## src/rtl/seg7_scan_driver.sv

```systemverilog
// Scanned common-anode 7-seg driver: shadow/display double buffer, one digit per REFRESH_DIV cycles.
// Outputs registered (update on prescaler tick); optional hex glyphs via SEG7_HEX_EN.
// No backpressure: load is a fire-and-forget strobe, newest value wins at the next frame boundary.
module seg7_scan_driver #(
    parameter int NUM_DIGITS  = 4,
    parameter int REFRESH_DIV = 50000
) (
    input  logic                    clk,
    input  logic                    rst_n,
    input  logic                    load,
    input  logic [4*NUM_DIGITS-1:0] value,
    input  logic                    blank_lz,
    output logic [0:6]              seg,
    output logic [NUM_DIGITS-1:0]   an,
    output logic                    frame_done
);

    localparam int PW = (REFRESH_DIV > 1) ? $clog2(REFRESH_DIV) : 1;
    localparam int IW = (NUM_DIGITS > 1) ? $clog2(NUM_DIGITS) : 1;
    localparam logic [PW-1:0] PRE_MAX = PW'(REFRESH_DIV - 1);
    localparam logic [IW-1:0] IDX_MAX = IW'(NUM_DIGITS - 1);

    logic [PW-1:0]           pre_q, pre_d;
    logic [IW-1:0]           idx_q, idx_d;
    logic [4*NUM_DIGITS-1:0] shd_q, shd_d;
    logic [4*NUM_DIGITS-1:0] dsp_q, dsp_d;
    logic                    lz_q, lz_d;
    logic [0:6]              seg_q, seg_d;
    logic [NUM_DIGITS-1:0]   an_q, an_d;
    logic                    fd_q, fd_d;

    logic                    tick;
    logic                    boundary;
    logic [NUM_DIGITS-1:0]   zrun;
    logic [NUM_DIGITS-1:0]   an_n;
    logic [3:0]              nib;
    logic                    blank;

    function automatic logic [0:6] decode(input logic [3:0] n);
        logic [0:6] s;
        case (n)
            4'd0:    s = 7'b0000001;
            4'd1:    s = 7'b1001111;
            4'd2:    s = 7'b0010010;
            4'd3:    s = 7'b0000110;
            4'd4:    s = 7'b1001100;
            4'd5:    s = 7'b0100100;
            4'd6:    s = 7'b0100000;
            4'd7:    s = 7'b0001111;
            4'd8:    s = 7'b0000000;
            4'd9:    s = 7'b0001100;
`ifdef SEG7_HEX_EN
            4'd10:   s = 7'b0001000;
            4'd11:   s = 7'b1100000;
            4'd12:   s = 7'b0110001;
            4'd13:   s = 7'b1000010;
            4'd14:   s = 7'b0110000;
            4'd15:   s = 7'b0111000;
`endif
            default: s = 7'b1111111;
        endcase
        return s;
    endfunction

    always_comb begin
        tick     = (pre_q == PRE_MAX);
        pre_d    = tick ? '0 : pre_q + 1'b1;
        idx_d    = idx_q;
        if (tick) begin
            idx_d = (idx_q == IDX_MAX) ? '0 : idx_q + 1'b1;
        end
        boundary = tick && (idx_d == '0);

        shd_d = load ? value : shd_q;
        dsp_d = boundary ? shd_q : dsp_q;
        lz_d  = boundary ? blank_lz : lz_q;
        fd_d  = boundary;

        // zrun[i]: nibbles i..top of the post-boundary word are all zero
        zrun = '0;
        zrun[NUM_DIGITS-1] = (dsp_d[4*(NUM_DIGITS-1) +: 4] == 4'd0);
        for (int i = NUM_DIGITS - 2; i >= 0; i--) begin
            zrun[i] = zrun[i+1] && (dsp_d[4*i +: 4] == 4'd0);
        end

        nib   = '0;
        blank = 1'b0;
        an_n  = '1;
        for (int i = 0; i < NUM_DIGITS; i++) begin
            if (idx_d == IW'(i)) begin
                nib     = dsp_d[4*i +: 4];
                blank   = lz_d && (i > 0) && zrun[i];
                an_n[i] = 1'b0;
            end
        end

        seg_d = seg_q;
        an_d  = an_q;
        if (tick) begin
            seg_d = blank ? 7'b1111111 : decode(nib);
            an_d  = an_n;
        end
    end

    always_ff @(posedge clk or negedge rst_n) begin
        if (!rst_n) begin
            pre_q <= '0;
            idx_q <= IDX_MAX;
            shd_q <= '0;
            dsp_q <= '0;
            lz_q  <= 1'b0;
            seg_q <= 7'b1111111;
            an_q  <= '1;
            fd_q  <= 1'b0;
        end else begin
            pre_q <= pre_d;
            idx_q <= idx_d;
            shd_q <= shd_d;
            dsp_q <= dsp_d;
            lz_q  <= lz_d;
            seg_q <= seg_d;
            an_q  <= an_d;
            fd_q  <= fd_d;
        end
    end

    assign seg        = seg_q;
    assign an         = an_q;
    assign frame_done = fd_q;

endmodule

```

## config.mk

```make
export PLATFORM = sky130hd
export DESIGN_NAME = seg7_scan_driver
export DESIGN_NICKNAME = d
export VERILOG_FILES = /design/src/rtl/seg7_scan_driver.sv
export SDC_FILE = /design/constraint.sdc
export NUM_CORES = 1
export LEC_CHECK = 0
export BUFFER_PORTS_ARGS = -buffer_cell sky130_fd_sc_hd__buf_2
export CORE_ASPECT_RATIO = 0.8
export CORE_MARGIN = 2
export CORE_UTILIZATION = 58
export DETAILED_ROUTE_END_ITERATION = 10
export PLACE_DENSITY_LB_ADDON = 0.05
export REMOVE_ABC_BUFFERS = 1
export SETUP_SLACK_MARGIN = 0.15
export SLEW_MARGIN = 20
export SYNTH_ARGS = -nofsm -noshare
export SYNTH_HDL_FRONTEND = slang
export SYNTH_SLANG_ARGS = --single-unit
```

## constraint.sdc

```tcl
create_clock -name clk -period 5.15 [get_ports clk]
set_input_delay 0.2575 -clock clk [delete_from_list [all_inputs] [get_ports clk]]
set_output_delay 0.2575 -clock clk [all_outputs]
set_load 0.02 [all_outputs]
```

# Yosys cells after proc, flatten, opt, wreduce, memory -nomap -nowiden
# Memory sizes are Yosys's and may differ from the RTL's.
# Cells that the tools add are included.
[word_totals] romBits=112 output_inout_bits=12 n_memories=1 reg_bits=63
[mem_list] name="(no name shown)" depth=16 word_bits=7 rd=1 rd_clocked_by_memory_dff=0 write_ports=0 line="41" source="case (n)"
[classes] eq_ne=5 addsub=2 mux=17 reduce_logical=10
[op_table] operator="16-bit 2-to-1 mux" n=2
[op_table] operator="16-bit by 1-bit adder with 16-bit output (second input constant)" n=1
[op_table] operator="16-bit equality test (second input constant)" n=1
[op_table] operator="4-bit 2-to-1 mux" n=4
[op_table] operator="4-bit logical NOT" n=3
[op_table] operator="1-bit 2-to-1 mux" n=8
[op_table] operator="7-bit 2-to-1 mux" n=1
[op_table] operator="2-bit equality test (second input constant)" n=3
[op_table] operator="1-bit logical AND" n=6
[op_table] operator="2-bit 2-to-1 mux" n=2
[op_table] operator="2-bit by 1-bit adder with 2-bit output (second input constant)" n=1
[op_table] operator="2-bit by 1-bit equality test with 1-bit output (second input constant)" n=1
[op_table] operator="2-bit logical NOT" n=1

# Longest topological paths before layout
# Gate-level depths: netlist of run 1.
[depth] depth_word=14 mapped_depth=14 mapped_depth_nobuf=12

# Least setup slack after synthesis of run 1
# OpenSTA, ideal clock, no wires.
[synth_path] path_type="register -> register" start="reg pre_q[5]" end="reg seg_q, in the netlist seg[3]" t_required_ns=5.059 arrival_ns=3.477 setup_ns=0.091 slack_ns=1.582 path_stages_with_launch=13 cell_sequence="dfrtp_1 > or4b_4 > or4_4 > buf_6 > nand2b_1 > clkbuf_1 > mux2_2 > a221oi_2 > inv_1 > ha_1 > mux2_4 > mux2i_1 > a21oi_1"
[synth_between] elab_chain_cells=13 word_cells_on_any_way=26 cone_classes="eq/ne (4); mux (11); reduce/logical (10); memory (1)"
[synth_rtl] item="from (decl)" line="23" source="logic [PW-1:0] pre_q, pre_d;"
[synth_rtl] item="from (signal assigned)" line="116" source="pre_q <= pre_d;"
[synth_rtl] item="16-bit equality test (*)" line="66" source="tick = (pre_q == PRE_MAX);"
[synth_rtl] item="2-bit 2-to-1 mux" line="69" source="if (tick) begin"
[synth_rtl] item="2-bit logical NOT" line="72" source="boundary = tick && (idx_d == '0);"
[synth_rtl] item="1-bit logical AND (*)" line="72"
[synth_rtl] item="16-bit 2-to-1 mux (*)" line="75" source="dsp_d = boundary ? shd_q : dsp_q;"
[synth_rtl] item="net dsp_d[12]" line="26" source="logic [4*NUM_DIGITS-1:0] dsp_q, dsp_d;"
[synth_rtl] item="4-bit logical NOT" line="81" source="zrun[NUM_DIGITS-1] = (dsp_d[4*(NUM_DIGITS-1) +: 4] == 4'd0);"
[synth_rtl] item="1-bit logical AND (2 in series)" line="83" source="zrun[i] = zrun[i+1] && (dsp_d[4*i +: 4] == 4'd0);"
[synth_rtl] item="1-bit logical AND" line="92" source="blank = lz_d && (i > 0) && zrun[i];"
[synth_rtl] item="1-bit 2-to-1 mux (3 in series)" line="90" source="if (idx_d == IW'(i)) begin"
[synth_rtl] item="7-bit 2-to-1 mux (*)" line="100" source="seg_d = blank ? 7'b1111111 : decode(nib);"
[synth_rtl] item="to (signal assigned)" line="121" source="seg_q <= seg_d;"
[synth_rtl] item="to (decl)" line="28" source="logic [0:6] seg_q, seg_d;"
# Mark *: on every way through the listed nets, which the timed path passes. The rest lies on a longest branch.
# A chain may end at the register's enable or synchronous reset.

# Worst setup path in the final report of run 1
[layout_path] start="reg idx_q[0]" end="reg seg_q, in the netlist seg[3]"
[layout_between] elab_chain_cells=14 word_cells_on_any_way=28 cone_classes="add/sub (1); eq/ne (4); mux (12); reduce/logical (10); memory (1)"
[layout_rtl] item="from (decl)" line="24" source="logic [IW-1:0] idx_q, idx_d;"
[layout_rtl] item="from (signal assigned)" line="117" source="idx_q <= idx_d;"
[layout_rtl] item="2-bit by 1-bit adder with 2-bit output / 2-bit equality test (equally long branches)" line="70" source="idx_d = (idx_q == IDX_MAX) ? '0 : idx_q + 1'b1;"
[layout_rtl] item="2-bit 2-to-1 mux" line="70"
[layout_rtl] item="2-bit 2-to-1 mux (*)" line="69"
[layout_rtl] item="2-bit logical NOT (*)" line="72"
[layout_rtl] item="1-bit logical AND (*)" line="72"
[layout_rtl] item="16-bit 2-to-1 mux (*)" line="75"
[layout_rtl] item="net dsp_d[12]" line="26"
[layout_rtl] item="4-bit logical NOT" line="81"
[layout_rtl] item="1-bit logical AND (2 in series)" line="83"
[layout_rtl] item="1-bit logical AND" line="92"
[layout_rtl] item="1-bit 2-to-1 mux (3 in series)" line="90"
[layout_rtl] item="7-bit 2-to-1 mux (*)" line="100"
# Marked as above.

==> impl_metrics.csv, run 1 <==
group,metric,value,unit
detailed_routing,drtAntennaViolNets,0,
place,finalWeightedCongestion,0.837,
synth,synth_seq_area_share,0.510,
place,io_buffers,31,
sta,fin_setup_tns,0,ns
setup_path,end_kind,"flip-flop",
setup_path,reg2reg_depth,12,
clock_network,cts_hold_buf,0,
clock_network,cts_setup_buffers,0,
sta,drv_slew,0,
pwr,p_total,0.00107,W
sta,hold_violations,0,
clock_network,h-tree-depth,3,
global_routing,grt_pass1_wl,10.2,mm
pwr,swShare,0.200,
synth,synth.most_common_cell,"nand2_1",
pwr,power.internal,0.000858,W
floorplanning,die-area,5990,um^2
place,hpwl,4.11,mm
flow_run,cap_violations,0,
sta,relSlewSlack,0.488,
layout,area_growth,14.7,%
layout,drive_gt1_frac,0.290,
place,pre_cts_ws,1.40,ns
sta,rsz0062_at_grt,"false",
pwr,peakVddDrop,0.231,mV
layout,final_cell_area,3580,um^2
clock_network,clk_latency,0.34,ns
sta,period_minus_slack,3.75,ns
synth,ys_top_cells_by_count,"61 x nand2_1, 50 x dfrtp_1, 26 x nor2_1",
floorplanning,rows,23,
setup_path,r2r_start,"idx_q[0]",
worst_hold_path,hp-class,"in -> async",
synth,synthArstFlopShare,1.00,
pwr,clkPwrFrac,0.485,
setup_path,crit_required,5.41,ns
detailed_routing,wl,5.88,mm
global_routing,use_met2,0.335,
detailed_routing,first_iter_violations,160,
sta,worstMarginPinSlew,0.769,ns
synth,synth_flop_cell,"dfrtp_1",
layout,n_antenna_cell,0,
synth,yosys.area.top_type,"dfrtp_1",
setup_path,cp_max_fo,21,
pwr,power_density,300,nW/um^2
detailed_routing,vias,2185,
clock_network,cts_made_buffers,9,
detailed_routing,firstDrtPassIters,4,
place,placed_area,3340,um^2
synth,synthCells,295,
detailed_routing,route.detailed.drc,0,
global_routing,grt_max_degree,64,
sta,fin_hold_ws,0.0569,ns
floorplanning,start_util,0.613,
synth,yosys.cell_types.count,42,
floorplanning,coreArea,5090,um^2
clock_network,clk_pin_slew,0.07,ns
floorplanning,io_pins,32,
sta,fin_worst_skew,0.00906,ns
global_routing,grt_use_total,0.221,
setup_path,startpoint,"idx_q[0]",
pwr,combPwrFrac,0.031,
synth,syn_area_per_cell,10.6,um^2
clock_network,clkSinkCount,63,
global_routing,antenna_found_initial,0,
sta,fmax,0.267,GHz
sta,setup_slack,1.40,ns
clock_network,cts_resized,0,
pwr,power.switching,0.000215,W
global_routing,grt_use_met1,0.298,
setup_path,startpoint_type,"flip-flop",
sta,fin_crit_sh,0.728,
global_routing,grt_pass1_vias,2146,
clock_network,cts.path.max_buffers,2,
synth,synthTopCellsByArea,"dfrtp_1 40%, dfstp_2 11%, mux2_2 8.7%",
floorplanning,die_h,69.6,um
detailed_routing,wl_per_cell,14.8,um
clock_network,root_buffer,"clkbuf_8",
layout,layout.nets,358,
global_routing,top_usage_layer,"met2",
synth,synth_area,3120,um^2
pwr,seqPwrFrac,0.484,
setup_path,worstSetupPathType,"reg -> reg",
setup_path,cp.arrival,4.01,ns
synth,synth_enable_flop_cells,0,
sta,setup_violations,0,
floorplanning,die_w,86.0,um
pwr,p_leak,1.77,nW
global_routing,use_met3,0.0762,
outcome,status,"finished, final reports clean",
detailed_routing,vias_per_cell,5.50,
clock_network,cts_tree,"yes",
synth,yosysTopAreaCellShare,0.401,
synth,synth_seq_cells,63,
synth,yosysWarnings,0,
global_routing,overflow,0,
routing by layer:
metal	wire length, um	part of all wire
met1	2870	0.49
met2	2690	0.46
met3	235	0.040
met4	86	0.015
met5	0	0
registers in the layout, summed over array words and instances (netlist names):
name and count:
seg 7, an 4, pre_q 16, dsp_q 16, shd_q 16, idx_q 2
lz_q 1, frame_done 1
final timing paths:
path | slack, ns | endpoint
max in group asynchronous | 4.56 | dsp_q[3]
min in group clk | 0.13 | lz_q
worst max register to register | 1.40 | seg[3]
worst max-delay path | 1.40 | seg[3]
worst min-delay path | 0.06 | shd_q[2]
worst min register to register | 0.47 | pre_q[0]
kinds of logic after synthesis:
logic type / share of synthesized area
AOI/OAI and AO/OA: 0.0669
and+or+nand+nor: 0.200
xor gates and xnor gates: 0.0421
buffers and inverters: 0.0216
adders and majority gates: 0.0321
DFF: 0.510
muxes: 0.127
placed cells by master, fill, tap and decap left out, drive strengths merged, types with 5 or more instances in the layout:
| cell | netlist | layout |
|---|---|---|
| a21oi | 12 | 12 |
| and3 | 5 | 5 |
| buf | 1 | 35 |
| clkbuf | 10 | 10 |
| dfrtp | 50 | 50 |
| dfstp | 13 | 13 |
| ha | 8 | 8 |
| inv | 5 | 5 |
| mux2 | 26 | 26 |
| mux2i | 10 | 10 |
| nand2 | 61 | 61 |
| nand3 | 12 | 12 |
| nor2 | 26 | 26 |
| o21ai | 5 | 5 |
| xnor2 | 6 | 6 |
| xor2 | 9 | 9 |
worst max-delay path, stage by stage (launching register included):
cell	delay, ns
dfstp_2	0.61
ha_1	0.32
nand4b_1	0.22
or4_4	0.53
nand2b_1	0.19
buf_4	0.20
mux2_2	0.31
a221oi_2	0.45
inv_1	0.12
ha_1	0.23
mux2_4	0.25
mux2i_1	0.14
a21oi_1	0.08
power by group through the flow:
| stage | logic, W | registers, W | clock network, W |
|---|---|---|---|
| after floorplan | 0.0000145 | 0.000524 | 0 |
| after global placement | 0.0000333 | 0.000527 | 0 |
| after detailed placement | 0.0000348 | 0.000527 | 0 |
| after CTS | 0.0000348 | 0.000519 | 0.000534 |
| after global routing | 0.0000385 | 0.000520 | 0.000558 |
| final | 0.0000334 | 0.000519 | 0.000521 |
final cells by class:
class                      count  area [um^2]
timing repair buffer          35          185
multi-input combinational    216         1460
clock inverter                 6          108
clock buffer                  10          138
sequential                    63         1590
fill                         406         1510
inverter                       5         18.8
tap                           62         77.6
per-stage QoR:
step | std cells | utilization
CTS | 397 | 0.703
finish | 397 | 0.703
detailed placement | 381 | 0.655
global placement | 381 | 0.655
floorplan | 284 | -
global route | 397 | 0.703
No activity file was read; power rests on OpenSTA's default activity.
==> run 2: changes to the inputs <==
--- a/config.mk
+++ b/config.mk
@@ -8,7 +8,7 @@
 export BUFFER_PORTS_ARGS = -buffer_cell sky130_fd_sc_hd__buf_2
 export CORE_ASPECT_RATIO = 0.8
 export CORE_MARGIN = 2
-export CORE_UTILIZATION = 58
+export CORE_UTILIZATION = 53
 export DETAILED_ROUTE_END_ITERATION = 10
 export PLACE_DENSITY_LB_ADDON = 0.05
 export REMOVE_ABC_BUFFERS = 1
==> constraint.sdc (replaced) <==
create_clock -name clk -period 3.2 [get_ports clk]
set_input_delay 0.16 -clock clk [delete_from_list [all_inputs] [get_ports clk]]
set_output_delay 0.16 -clock clk [all_outputs]
set_load 0.02 [all_outputs]
==> run 2 against run 1 <==
The flow now finishes with violations (negative setup slack). Final cell count increased by 13%. Total power increased by 46%. Critical endpoint unchanged. Via count increased by 8.8%. Hold slack got worse by 0.022 ns. Sequential share of layout area decreased by 4.0 points. Sequential power increased by 61%. Die area increased by 8.9%. Core utilization increased by 0.60 points. Maximum frequency increased by 13%. Routed wire length increased by 17%. Clock skew decreased by 0.0011 ns. Clock-buffer cell count decreased by 1.
==> impl_metrics.csv, run 2 (same netlist as run 1, synthesis figures left out) <==
group,metric,value,unit
sta,relSlewSlack,0.553,
place,dp_cells,425,
pwr,power.switching,0.000362,W
detailed_routing,vias,2378,
layout,n_antenna_cell,0,
detailed_routing,dr.max_layer_used,"met4",
setup_path,startpoint_type,"flip-flop",
clock_network,clkSinkCount,63,
global_routing,grt_use_total,0.235,
global_routing,overflow,0,
setup_path,reg2reg_slack,-0.11,ns
place,finalWeightedCongestion,0.815,
detailed_routing,wl_met2,3.18,mm
sta,worstMarginPinSlew,0.669,ns
detailed_routing,wl_met1,3.38,mm
sta,fin_crit_sh,1.03,
setup_path,crit_required,3.46,ns
pwr,p_leak,1.94,nW
pwr,p_total,0.00157,W
floorplanning,rows,24,
sta,setup_violations,5,
setup_path,cp.arrival,3.57,ns
worst_hold_path,hp-class,"in -> reg",
floorplanning,die_w,89.8,um
sta,drv_slew,0,
sta,setup_slack,-0.109,ns
pwr,peakVddDrop,0.282,mV
detailed_routing,wl,6.91,mm
global_routing,grt_pass1_vias,2423,
pwr,combPwrFrac,0.035,
floorplanning,coreArea,5560,um^2
detailed_routing,wl_per_cell,15.3,um
detailed_routing,route.detailed.drc,0,
pwr,seqPwrFrac,0.533,
detailed_routing,drtAntennaViolNets,0,
setup_path,worstSetupPathType,"reg -> reg",
sta,period_minus_slack,3.31,ns
layout,stdcell_count,450,
layout,top_regs,"dsp_q: 16 flops, pre_q: 16 flops, shd_q: 16 flops",
setup_path,crit_family,"simple AND/OR/NAND/NOR gates",
detailed_routing,firstDrtPassIters,4,
pwr,swShare,0.231,
place,hpwl,4.74,mm
floorplanning,die_h,72.6,um
layout,layout.nets,395,
setup_path,end_kind,"flip-flop",
global_routing,antenna_found_initial,0,
setup_path,crit_slowest_cell,"or4_4",
clock_network,clk_latency,0.34,ns
sta,fmax,0.302,GHz
clock_network,cts_tree,"yes",
outcome,failed_checks,"negative setup slack",
pwr,clkPwrFrac,0.432,
clock_network,h-tree-depth,3,
outcome,status,"complete, but fails checks",
floorplanning,start_util,0.562,
floorplanning,die-area,6520,um^2
place,io_buffers,31,
sta,fin_worst_skew,0.00792,ns
layout,final_common_cell,"nand2_1",
pwr,power_density,398,nW/um^2
global_routing,grt_pass1_wl,11.9,mm
clock_network,cts.path.max_buffers,2,
layout,drive_gt1_frac,0.401,
layout,final_cell_mix,"60 x nand2_1, 50 x dfrtp_1, 37 x buf_4",
sta,hold_violations,0,
clock_network,clk_pin_slew,0.07,ns
setup_path,cp.buffers_inverters,0,
flow_run,cap_violations,0,
detailed_routing,first_iter_violations,119,
setup_path,max_stage_delay,0.58,ns
sta,rsz0062_at_grt,"true",
setup_path,worstPathCellList,"or4b_4, or4_4, mux2_4, mux2_4, a221oi_4, ha_1, mux2_4, mux2i_1, a21oi_1",
detailed_routing,vias_per_cell,5.28,
clock_network,root_buffer,"clkbuf_8",
layout,area_growth,26.2,%
sta,fin_setup_tns,-0.338,ns
global_routing,grt_max_degree,51,
setup_path,cp_max_fo,4,
detailed_routing,met3_wirelength,241,um
floorplanning,io_pins,32,
pwr,power.internal,0.00121,W
sta,fin_hold_ws,0.0344,ns
setup_path,crit_top_cell,"mux2_4",
clock_network,cts_made_buffers,9,
-- run 2: cell count changes in the layout (fill, tap and decap cells not counted), moves of 3 or more --
cell | previous run | this run
buf_6 | 0 | 3
clkinv_4 | 0 | 3
ha_1 | 8 | 4
buf_4 | 4 | 37
-- run 2: layout make-up --
class	count	area, um^2
multi-input combinational	217	1560
sequential	63	1590
tap	78	97.6
timing repair buffer	71	472
inverter	5	18.8
fill	438	1620
clock buffer	9	124
clock inverter	7	73.8
-- run 2: metal layers --
layer / vias up / global-route usage
met4: 0 / 0.0803
met2: 58 / 0.380
met1: 1150 / 0.323
li1: 1159 / -
met5: - / 0
met3: 11 / 0.0506
-- run 2: path summary, 6_finish.rpt --
check                            to  startpoint  cells after the start
max in group asynchronous     an[3]       rst_n                      3
max                          seg[3]   pre_q[12]                      9
min                            lz_q    blank_lz                      3
min in group asynchronous  dsp_q[3]       rst_n                      2
max reg2reg                  seg[3]   pre_q[12]                      9
min reg2reg                pre_q[0]    pre_q[0]                      1
-- run 2: metrics by stage --
| stage | setup slack (ns) | utilization | area [um^2] |
|---|---|---|---|
| after CTS | -0.0864 | 0.693 | 3850 |
| after detailed placement | -0.163 | 0.642 | 3570 |
| final | -0.109 | 0.709 | 3940 |
| after floorplan | -0.528 | - | 3070 |
| after global placement | -0.0748 | 0.642 | 3570 |
| after global routing | -0.251 | 0.709 | 3940 |
-- run 2: power by group through the flow --
| stage | registers (W) | logic (W) | clock network (W) |
|---|---|---|---|
| after floorplan | 0.000843 | 0.0000233 | 0 |
| after global placement | 0.000849 | 0.0000539 | 0 |
| after detailed placement | 0.000849 | 0.0000563 | 0 |
| after CTS | 0.000835 | 0.0000566 | 0.000696 |
| after global routing | 0.000838 | 0.0000637 | 0.000726 |
| final | 0.000835 | 0.0000555 | 0.000677 |
-- run 2: what timing repair did --
action | CTS | global route
cloned | 1 | 0
buffers inserted | 2 | 5
setup endpoints to repair | 7 | 7
gates resized for setup | 13 | 11
pin swaps | 9 | 7
hold buffers | 0 | 1
endpoints found under the hold margin | 0 | 41
-- run 2: worst register-to-register path, cell delays in order, from the launching register on --
cell,delay [ns]
dfrtp_1,0.38
or4b_4,0.55
or4_4,0.58
mux2_4,0.33
mux2_4,0.28
a221oi_4,0.35
ha_1,0.31
mux2_4,0.27
mux2i_1,0.13
a21oi_1,0.08
